==> src/rtl/dbg_spi_host_if.sv <==
// rtl/dbg_spi_host_if.sv - request/response bus between a requester and dbg_spi_host
interface dbg_spi_host_if;
    logic        req_valid;
    logic        req_ready;
    logic        req_read;
    logic [7:0]  req_cmd;
    logic [23:0] req_addr;
    logic        resp_valid;
    logic [7:0]  resp_data;
    logic [1:0]  resp_err;

    modport master (
        output req_valid, req_read, req_cmd, req_addr,
        input  req_ready, resp_valid, resp_data, resp_err
    );

    modport slave (
        input  req_valid, req_read, req_cmd, req_addr,
        output req_ready, resp_valid, resp_data, resp_err
    );
endinterface

==> src/rtl/dbg_spi_host.sv <==
// rtl/dbg_spi_host.sv - debug SPI command-protocol master (mode 0, MSB first)
module dbg_spi_host #(
    parameter int CLK_DIV    = 4,   // clk cycles per SCLK half-period, >= 2
    parameter int BYTE_GAP   = 8,   // idle clk cycles between bytes, >= 1
    parameter int POLL_LIMIT = 64
) (
    input  logic          clk,
    input  logic          rst,
    dbg_spi_host_if.slave bus,
    output logic          spi_sclk,
    output logic          spi_mosi,
    input  logic          spi_miso,
    output logic          spi_ss
);
    localparam int TMAX = (2 * CLK_DIV > BYTE_GAP) ? 2 * CLK_DIV : BYTE_GAP;
    localparam int TW   = $clog2(TMAX + 1);
    localparam int PW   = $clog2(POLL_LIMIT + 1);

    localparam logic [1:0] ERR_OK      = 2'd0;
    localparam logic [1:0] ERR_TIMEOUT = 2'd1;
    localparam logic [1:0] ERR_PROTO   = 2'd2;
    localparam logic [7:0] CMD_READ    = 8'h01;
    localparam logic [7:0] ST_BUSY     = 8'hFE;
    localparam logic [7:0] ST_READY    = 8'hFF;

    typedef enum logic [2:0] {S_IDLE, S_SHIFT, S_GAP, S_TAIL, S_HOLD} phase_e;
    typedef enum logic [3:0] {
        B_SCMD, B_SARG, B_RCMD, B_ADDR2, B_ADDR1, B_ADDR0, B_POLL0, B_POLL, B_DATA
    } step_e;

    phase_e        state_q, state_d;
    step_e         step_q, step_d;
    logic [TW-1:0] tmr_q, tmr_d;
    logic [3:0]    half_q, half_d;
    logic [7:0]    tx_q, tx_d;
    logic [7:0]    rx_q, rx_d;
    logic [23:0]   addr_q, addr_d;
    logic [PW-1:0] poll_q, poll_d;
    logic          sclk_q, sclk_d;
    logic          ss_q, ss_d;
    logic [7:0]    pend_data_q, pend_data_d;
    logic [1:0]    pend_err_q, pend_err_d;
    logic [7:0]    resp_data_q, resp_data_d;
    logic [1:0]    resp_err_q, resp_err_d;
    logic          resp_valid_q, resp_valid_d;

    step_e         nxt_step;
    logic [7:0]    nxt_tx;
    logic          seq_done;
    logic [7:0]    fin_data;
    logic [1:0]    fin_err;
    logic [PW-1:0] poll_nxt;
    logic          half_end;

    // Byte sequencer: what follows the byte that just finished, judged on its rx.
    always_comb begin
        nxt_step = step_q;
        nxt_tx   = 8'h00;
        seq_done = 1'b0;
        fin_data = rx_q;
        fin_err  = ERR_OK;
        poll_nxt = poll_q;
        case (step_q)
            B_SCMD:  nxt_step = B_SARG;
            B_SARG:  seq_done = 1'b1;
            B_RCMD:  begin nxt_step = B_ADDR2; nxt_tx = addr_q[23:16]; end
            B_ADDR2: begin nxt_step = B_ADDR1; nxt_tx = addr_q[15:8];  end
            B_ADDR1: begin nxt_step = B_ADDR0; nxt_tx = addr_q[7:0];   end
            B_ADDR0: nxt_step = B_POLL0;
            B_POLL0: nxt_step = B_POLL;
            B_POLL: begin
                poll_nxt = poll_q + 1'b1;
                if (rx_q == ST_READY) begin
                    nxt_step = B_DATA;
                end else if (rx_q == ST_BUSY) begin
                    if (poll_nxt == PW'(POLL_LIMIT)) begin
                        seq_done = 1'b1;
                        fin_err  = ERR_TIMEOUT;
                    end
                end else begin
                    seq_done = 1'b1;
                    fin_err  = ERR_PROTO;
                end
            end
            B_DATA:  seq_done = 1'b1;
            default: begin seq_done = 1'b1; fin_err = ERR_PROTO; end
        endcase
    end

    always_comb begin
        state_d      = state_q;
        step_d       = step_q;
        tmr_d        = tmr_q;
        half_d       = half_q;
        tx_d         = tx_q;
        rx_d         = rx_q;
        addr_d       = addr_q;
        poll_d       = poll_q;
        sclk_d       = sclk_q;
        ss_d         = ss_q;
        pend_data_d  = pend_data_q;
        pend_err_d   = pend_err_q;
        resp_data_d  = resp_data_q;
        resp_err_d   = resp_err_q;
        resp_valid_d = 1'b0;
        half_end     = (tmr_q == TW'(CLK_DIV - 1));

        case (state_q)
            S_IDLE: begin
                if (bus.req_valid) begin
                    state_d = S_SHIFT;
                    ss_d    = 1'b0;
                    tmr_d   = '0;
                    half_d  = 4'd0;
                    addr_d  = bus.req_addr;
                    poll_d  = '0;
                    tx_d    = bus.req_read ? CMD_READ : bus.req_cmd;
                    step_d  = bus.req_read ? B_RCMD : B_SCMD;
                end
            end
            // The first low half-period of each byte doubles as the SS lead-in.
            S_SHIFT: begin
                tmr_d = tmr_q + 1'b1;
                if (half_end) begin
                    tmr_d  = '0;
                    sclk_d = ~sclk_q;
                    half_d = half_q + 1'b1;
                    if (!sclk_q) begin
                        rx_d = {rx_q[6:0], spi_miso};
                    end else if (half_q != 4'd15) begin
                        tx_d = {tx_q[6:0], 1'b0};
                    end else begin
                        poll_d = poll_nxt;
                        if (seq_done) begin
                            state_d     = S_TAIL;
                            tx_d        = 8'h00;
                            pend_data_d = (fin_err == ERR_TIMEOUT) ? ST_BUSY : fin_data;
                            pend_err_d  = fin_err;
                        end else begin
                            state_d = S_GAP;
                            tx_d    = nxt_tx;
                            step_d  = nxt_step;
                        end
                    end
                end
            end
            S_GAP: begin
                tmr_d = tmr_q + 1'b1;
                if (tmr_q == TW'(BYTE_GAP - 1)) begin
                    state_d = S_SHIFT;
                    tmr_d   = '0;
                    half_d  = 4'd0;
                end
            end
            S_TAIL: begin
                tmr_d = tmr_q + 1'b1;
                if (half_end) begin
                    state_d      = S_HOLD;
                    tmr_d        = '0;
                    ss_d         = 1'b1;
                    resp_valid_d = 1'b1;
                    resp_data_d  = pend_data_q;
                    resp_err_d   = pend_err_q;
                end
            end
            // Keeps SS high for a minimum time before the next request can start.
            S_HOLD: begin
                tmr_d = tmr_q + 1'b1;
                if (tmr_q == TW'(2 * CLK_DIV - 1)) begin
                    state_d = S_IDLE;
                    tmr_d   = '0;
                end
            end
            default: state_d = S_IDLE;
        endcase
    end

    always_ff @(posedge clk) begin
        if (rst) begin
            state_q      <= S_IDLE;
            step_q       <= B_SCMD;
            tmr_q        <= '0;
            half_q       <= 4'd0;
            tx_q         <= 8'h00;
            rx_q         <= 8'h00;
            addr_q       <= 24'h0;
            poll_q       <= '0;
            sclk_q       <= 1'b0;
            ss_q         <= 1'b1;
            pend_data_q  <= 8'h00;
            pend_err_q   <= ERR_OK;
            resp_data_q  <= 8'h00;
            resp_err_q   <= ERR_OK;
            resp_valid_q <= 1'b0;
        end else begin
            state_q      <= state_d;
            step_q       <= step_d;
            tmr_q        <= tmr_d;
            half_q       <= half_d;
            tx_q         <= tx_d;
            rx_q         <= rx_d;
            addr_q       <= addr_d;
            poll_q       <= poll_d;
            sclk_q       <= sclk_d;
            ss_q         <= ss_d;
            pend_data_q  <= pend_data_d;
            pend_err_q   <= pend_err_d;
            resp_data_q  <= resp_data_d;
            resp_err_q   <= resp_err_d;
            resp_valid_q <= resp_valid_d;
        end
    end

    assign spi_sclk       = sclk_q;
    assign spi_mosi       = tx_q[7];
    assign spi_ss         = ss_q;
    assign bus.req_ready  = (state_q == S_IDLE);
    assign bus.resp_valid = resp_valid_q;
    assign bus.resp_data  = resp_data_q;
    assign bus.resp_err   = resp_err_q;
endmodule

==> src/flat_wrapper.sv <==
// flat-port wrapper written by rule: the top's interface ports become plain ports
module dbg_spi_host_flat 
#(
    parameter int CLK_DIV    = 4,                                           
    parameter int BYTE_GAP   = 8,                                         
    parameter int POLL_LIMIT = 64
)
  (clk, rst, spi_sclk, spi_mosi, spi_miso, spi_ss, bus_req_valid, bus_req_read, bus_req_cmd, bus_req_addr, bus_req_ready, bus_resp_valid, bus_resp_data, bus_resp_err);
  dbg_spi_host_if bus_i ();
  input  logic clk;
  input  logic rst;
  output logic spi_sclk;
  output logic spi_mosi;
  input  logic spi_miso;
  output logic spi_ss;
  input wire logic [$bits(bus_i.req_valid)-1:0] bus_req_valid;
  input wire logic [$bits(bus_i.req_read)-1:0] bus_req_read;
  input wire logic [$bits(bus_i.req_cmd)-1:0] bus_req_cmd;
  input wire logic [$bits(bus_i.req_addr)-1:0] bus_req_addr;
  output wire logic [$bits(bus_i.req_ready)-1:0] bus_req_ready;
  output wire logic [$bits(bus_i.resp_valid)-1:0] bus_resp_valid;
  output wire logic [$bits(bus_i.resp_data)-1:0] bus_resp_data;
  output wire logic [$bits(bus_i.resp_err)-1:0] bus_resp_err;
  assign bus_i.req_valid = bus_req_valid;
  assign bus_i.req_read = bus_req_read;
  assign bus_i.req_cmd = bus_req_cmd;
  assign bus_i.req_addr = bus_req_addr;
  assign bus_req_ready = bus_i.req_ready;
  assign bus_resp_valid = bus_i.resp_valid;
  assign bus_resp_data = bus_i.resp_data;
  assign bus_resp_err = bus_i.resp_err;
  dbg_spi_host #(.CLK_DIV(CLK_DIV), .BYTE_GAP(BYTE_GAP), .POLL_LIMIT(POLL_LIMIT)) u_core (.clk(clk), .rst(rst), .bus(bus_i), .spi_sclk(spi_sclk), .spi_mosi(spi_mosi), .spi_miso(spi_miso), .spi_ss(spi_ss));
endmodule
==> config.mk <==
export PLATFORM = sky130hd
export DESIGN_NAME = dbg_spi_host_flat
export DESIGN_NICKNAME = d
export VERILOG_FILES = /design/src/rtl/dbg_spi_host_if.sv /design/src/rtl/dbg_spi_host.sv /design/src/flat_wrapper.sv
export SDC_FILE = /design/constraint.sdc
export NUM_CORES = 1
export LEC_CHECK = 0
export CAP_MARGIN = 25
export CORE_UTILIZATION = 40
export DETAILED_ROUTE_END_ITERATION = 6
export HOLD_SLACK_MARGIN = 0.03
export PLACE_DENSITY = 0.72
export SLEW_MARGIN = 40
export SYNTH_ARGS = -nofsm -noshare
export SYNTH_HDL_FRONTEND = slang
export SYNTH_SLANG_ARGS = --single-unit
==> constraint.sdc <==
create_clock -name clk -period 6.2 [get_ports clk]
set_input_delay 0.93 -clock clk [delete_from_list [all_inputs] [get_ports clk]]
set_output_delay 0.93 -clock clk [all_outputs]
set_load 0.01 [all_outputs]
==> results_dict.tcl <==
set metrics [dict create \
    path_class "primary input to flip-flop" \
    leakagePower_nw 1.60 \
    start_util 0.410 \
    synth_top_area_share 0.405 \
    p_sw_frac 0.275 \
    path_buf_inv 2 \
    synth-edff-count 0 \
    wl_per_cell_um 14.7 \
    seq_area_um2 1700 \
    synth_area_leaders "dfxtp_1 (41%), nand2_1 (6.2%), nor2_1 (5.1%)" \
    synth_cell_type_count 63 \
    reg2reg_slack_ps 3810 \
    yosysSeqAreaShare 0.405 \
    fmax_ghz 0.339 \
    port_buffers 51 \
    synth_cells 499 \
    cts_tree "done" \
    hold_viol_final 0 \
    crit_chain "clkdlybuf4s50_1 > or4b_2 > o31ai_2 > buf_4 > o21ai_0 > a21oi_1 > nor2_1" \
    fin_nets 571 \
    synth-compound-area-share 0.201 \
    async_flop_share 0 \
    n_antenna_cell 0 \
    power.share.sequential 0.520 \
    grt_pass1_wl_um 16900 \
    grt_pass1_vias 3579 \
    synth_area_per_cell_um2 8.41 \
    drive_gt1_frac 0.0879 \
    synth_xor_area_frac 0.00835 \
    fill_cells 959 \
    grt_max_degree 55 \
    pin_count 52 \
    run_status "complete, no violations" \
    path_clk_slew_ps 90 \
    cts_buffer_depth 2 \
    die_area_um2 10900 \
    slowest_delay_ps 910 \
    required_ps 6420 \
    ir_drop_mv 0.139 \
    worst_slew_pin_slew_ps 771 \
    cts_resized 0 \
    critPathTopFamily "simple AND/OR/NAND/NOR gates" \
    fin_crit_sh 0.476 \
    relSlewSlack 0.479 \
    multi_input_area_um2 2320 \
    ant_nets 0 \
    rows 37 \
    die_y_um 104 \
    die_x_um 104 \
    report.power.total_w 0.00114 \
    coreArea_um2 10200 \
    synth_seq_cells 85 \
    cp_slowest_cell "or4b_2" \
    combPwrFrac 0.145 \
    grt_use_total 0.187 \
    synth_ff_type "dfxtp_1" \
    cts.sinks 85 \
    critPathArrivalTime_ps 3170 \
    worstSetupEndpointType "flip-flop" \
    post_cts_buffers 0 \
    syn_to_final_growth_pct 18.4 \
    hold_class "flip-flop to flip-flop" \
    cts_made_buffers 9 \
    gr-total-overflow 0 \
    antenna_found_initial 0 \
    vias 3828 \
    drcViolationCount 0 \
    root_buffer "clkbuf_8" \
    layout_common_cells "dfxtp_1 (85), nand2_1 (69), nor2_1 (57), clkdlybuf4s50_1 (50), a21oi_1 (34)" \
    drt-total-wl_um 9850 \
    fin_skew_ps 10.7 \
    cts_hold_buf 0 \
    fin_setup_tns_ps 0 \
    clkPwrFrac 0.335 \
    place_congestion 0.860 \
    rsz0062_at_grt "false" \
    clock_latency_ps 350 \
    post-dp-hpwl_um 6870 \
    dr.pass1.iters 5 \
    synthAdderAreaFrac 0.00894 \
    synth_mux_area_frac 0.0453 \
    setup-violations-final 0 \
    synth_area_leader_cell "dfxtp_1" \
    drv_cap 0 \
    synth_top_family_by_area "simple AND/OR/NAND/NOR gates" \
    final_common_cell "dfxtp_1" \
    drv_slew 0 \
    power_switching_w 0.000314 \
    critPathLaunchType "primary input" \
    crit_path_max_fanout 26 \
    via_per_inst 5.70 \
    fin_crit_ps 2950 \
    power_density_nw_per_um2 230 \
    netlist_area_um2 4200 \
    synth_fp_nets 539 \
    first_iter_violations 251 \
    yosysWarnings 0 \
    p_int_w 0.000829 \
    cts.htree.levels 3 \
    synth-simple-area-share 0.285 \
    hold_ws_ps 461 \
]
## metal layers
layer,vias to the layer above,GRT usage,part of all wire
li1,1876,-,-
met1,1848,0.263,0.49
met2,93,0.292,0.45
met3,11,0.0351,0.045
met4,0,0.0520,0.010
met5,-,0,0
## path summary, 6_finish.rpt
kind                                          to  cells after the start                      startpoint
setup / recovery   u_core.poll_q[0]$_SDFFE_PP0P_                      7                   bus_req_valid
hold reg to reg   u_core.addr_q[17]$_SDFFE_PP0P_                      2  u_core.addr_q[17]$_SDFFE_PP0P_
hold / removal    u_core.addr_q[17]$_SDFFE_PP0P_                      2  u_core.addr_q[17]$_SDFFE_PP0P_
setup reg to reg   u_core.poll_q[0]$_SDFFE_PP0P_                      6  u_core.state_q[2]$_SDFFE_PP0P_
## power groups by stage
stage | clock [W] | combinational (W) | sequential (W)
final | 0.000383 | 0.000166 | 0.000594
after global placement | 0 | 0.000159 | 0.000605
after CTS | 0.000390 | 0.000166 | 0.000593
after floorplan | 0 | 0.000114 | 0.000595
after detailed placement | 0 | 0.000166 | 0.000606
after global routing | 0.000419 | 0.000184 | 0.000597
## state kept, by name, summed over array words and instances, names as in the netlist, 7 cells and up
name                  cells
u_core.addr_q            24
u_core.bus.resp_data      8
u_core.fin_data           8
u_core.pend_data_q        8
u_core.poll_q             7
u_core.tx_q               8
## cells in the mapped netlist (10+ instances only)
cell type	number
dfxtp_1	85
nand2_1	69
nor2_1	57
a21oi_1	35
clkbuf_1	24
mux2i_1	19
nand3_1	18
nor3_1	14
nor2b_1	11
o21ai_0	11
a22oi_1	10
## final cells by class
class,count,area share
tap,136,0.0342
clock inverter,5,0.0126
inverter,9,0.00680
sequential,85,0.342
clock buffer,10,0.0257
multi-input combinational,369,0.467
timing repair buffer,57,0.111
## stage by stage
stage               setup WS (ps)  area (um^2)  instances  utilization
floorplan                    3900         4200        499            -
global route                 3160         4970        671        0.486
CTS                          3280         4970        671        0.485
global placement             2950         4750        654        0.464
finish                       3250         4970        671        0.486
detailed placement           2920         4780        656        0.467
## tightest hold or removal path, cell delays in order, from the launching register on
cell and delay (ps):
dfxtp_1 320, nand2_1 50, a21oi_1 50
## cell families after synthesis
family	after synthesis
AND/OR/NAND/NOR	225
adder cells (fa/ha/maj)	3
XOR/XNOR	4
AO/OA/AOI/OAI	118
buffers and inverters	45
flip-flops	85
multiplexers	19
No activity file was read; power rests on OpenSTA's default activity.
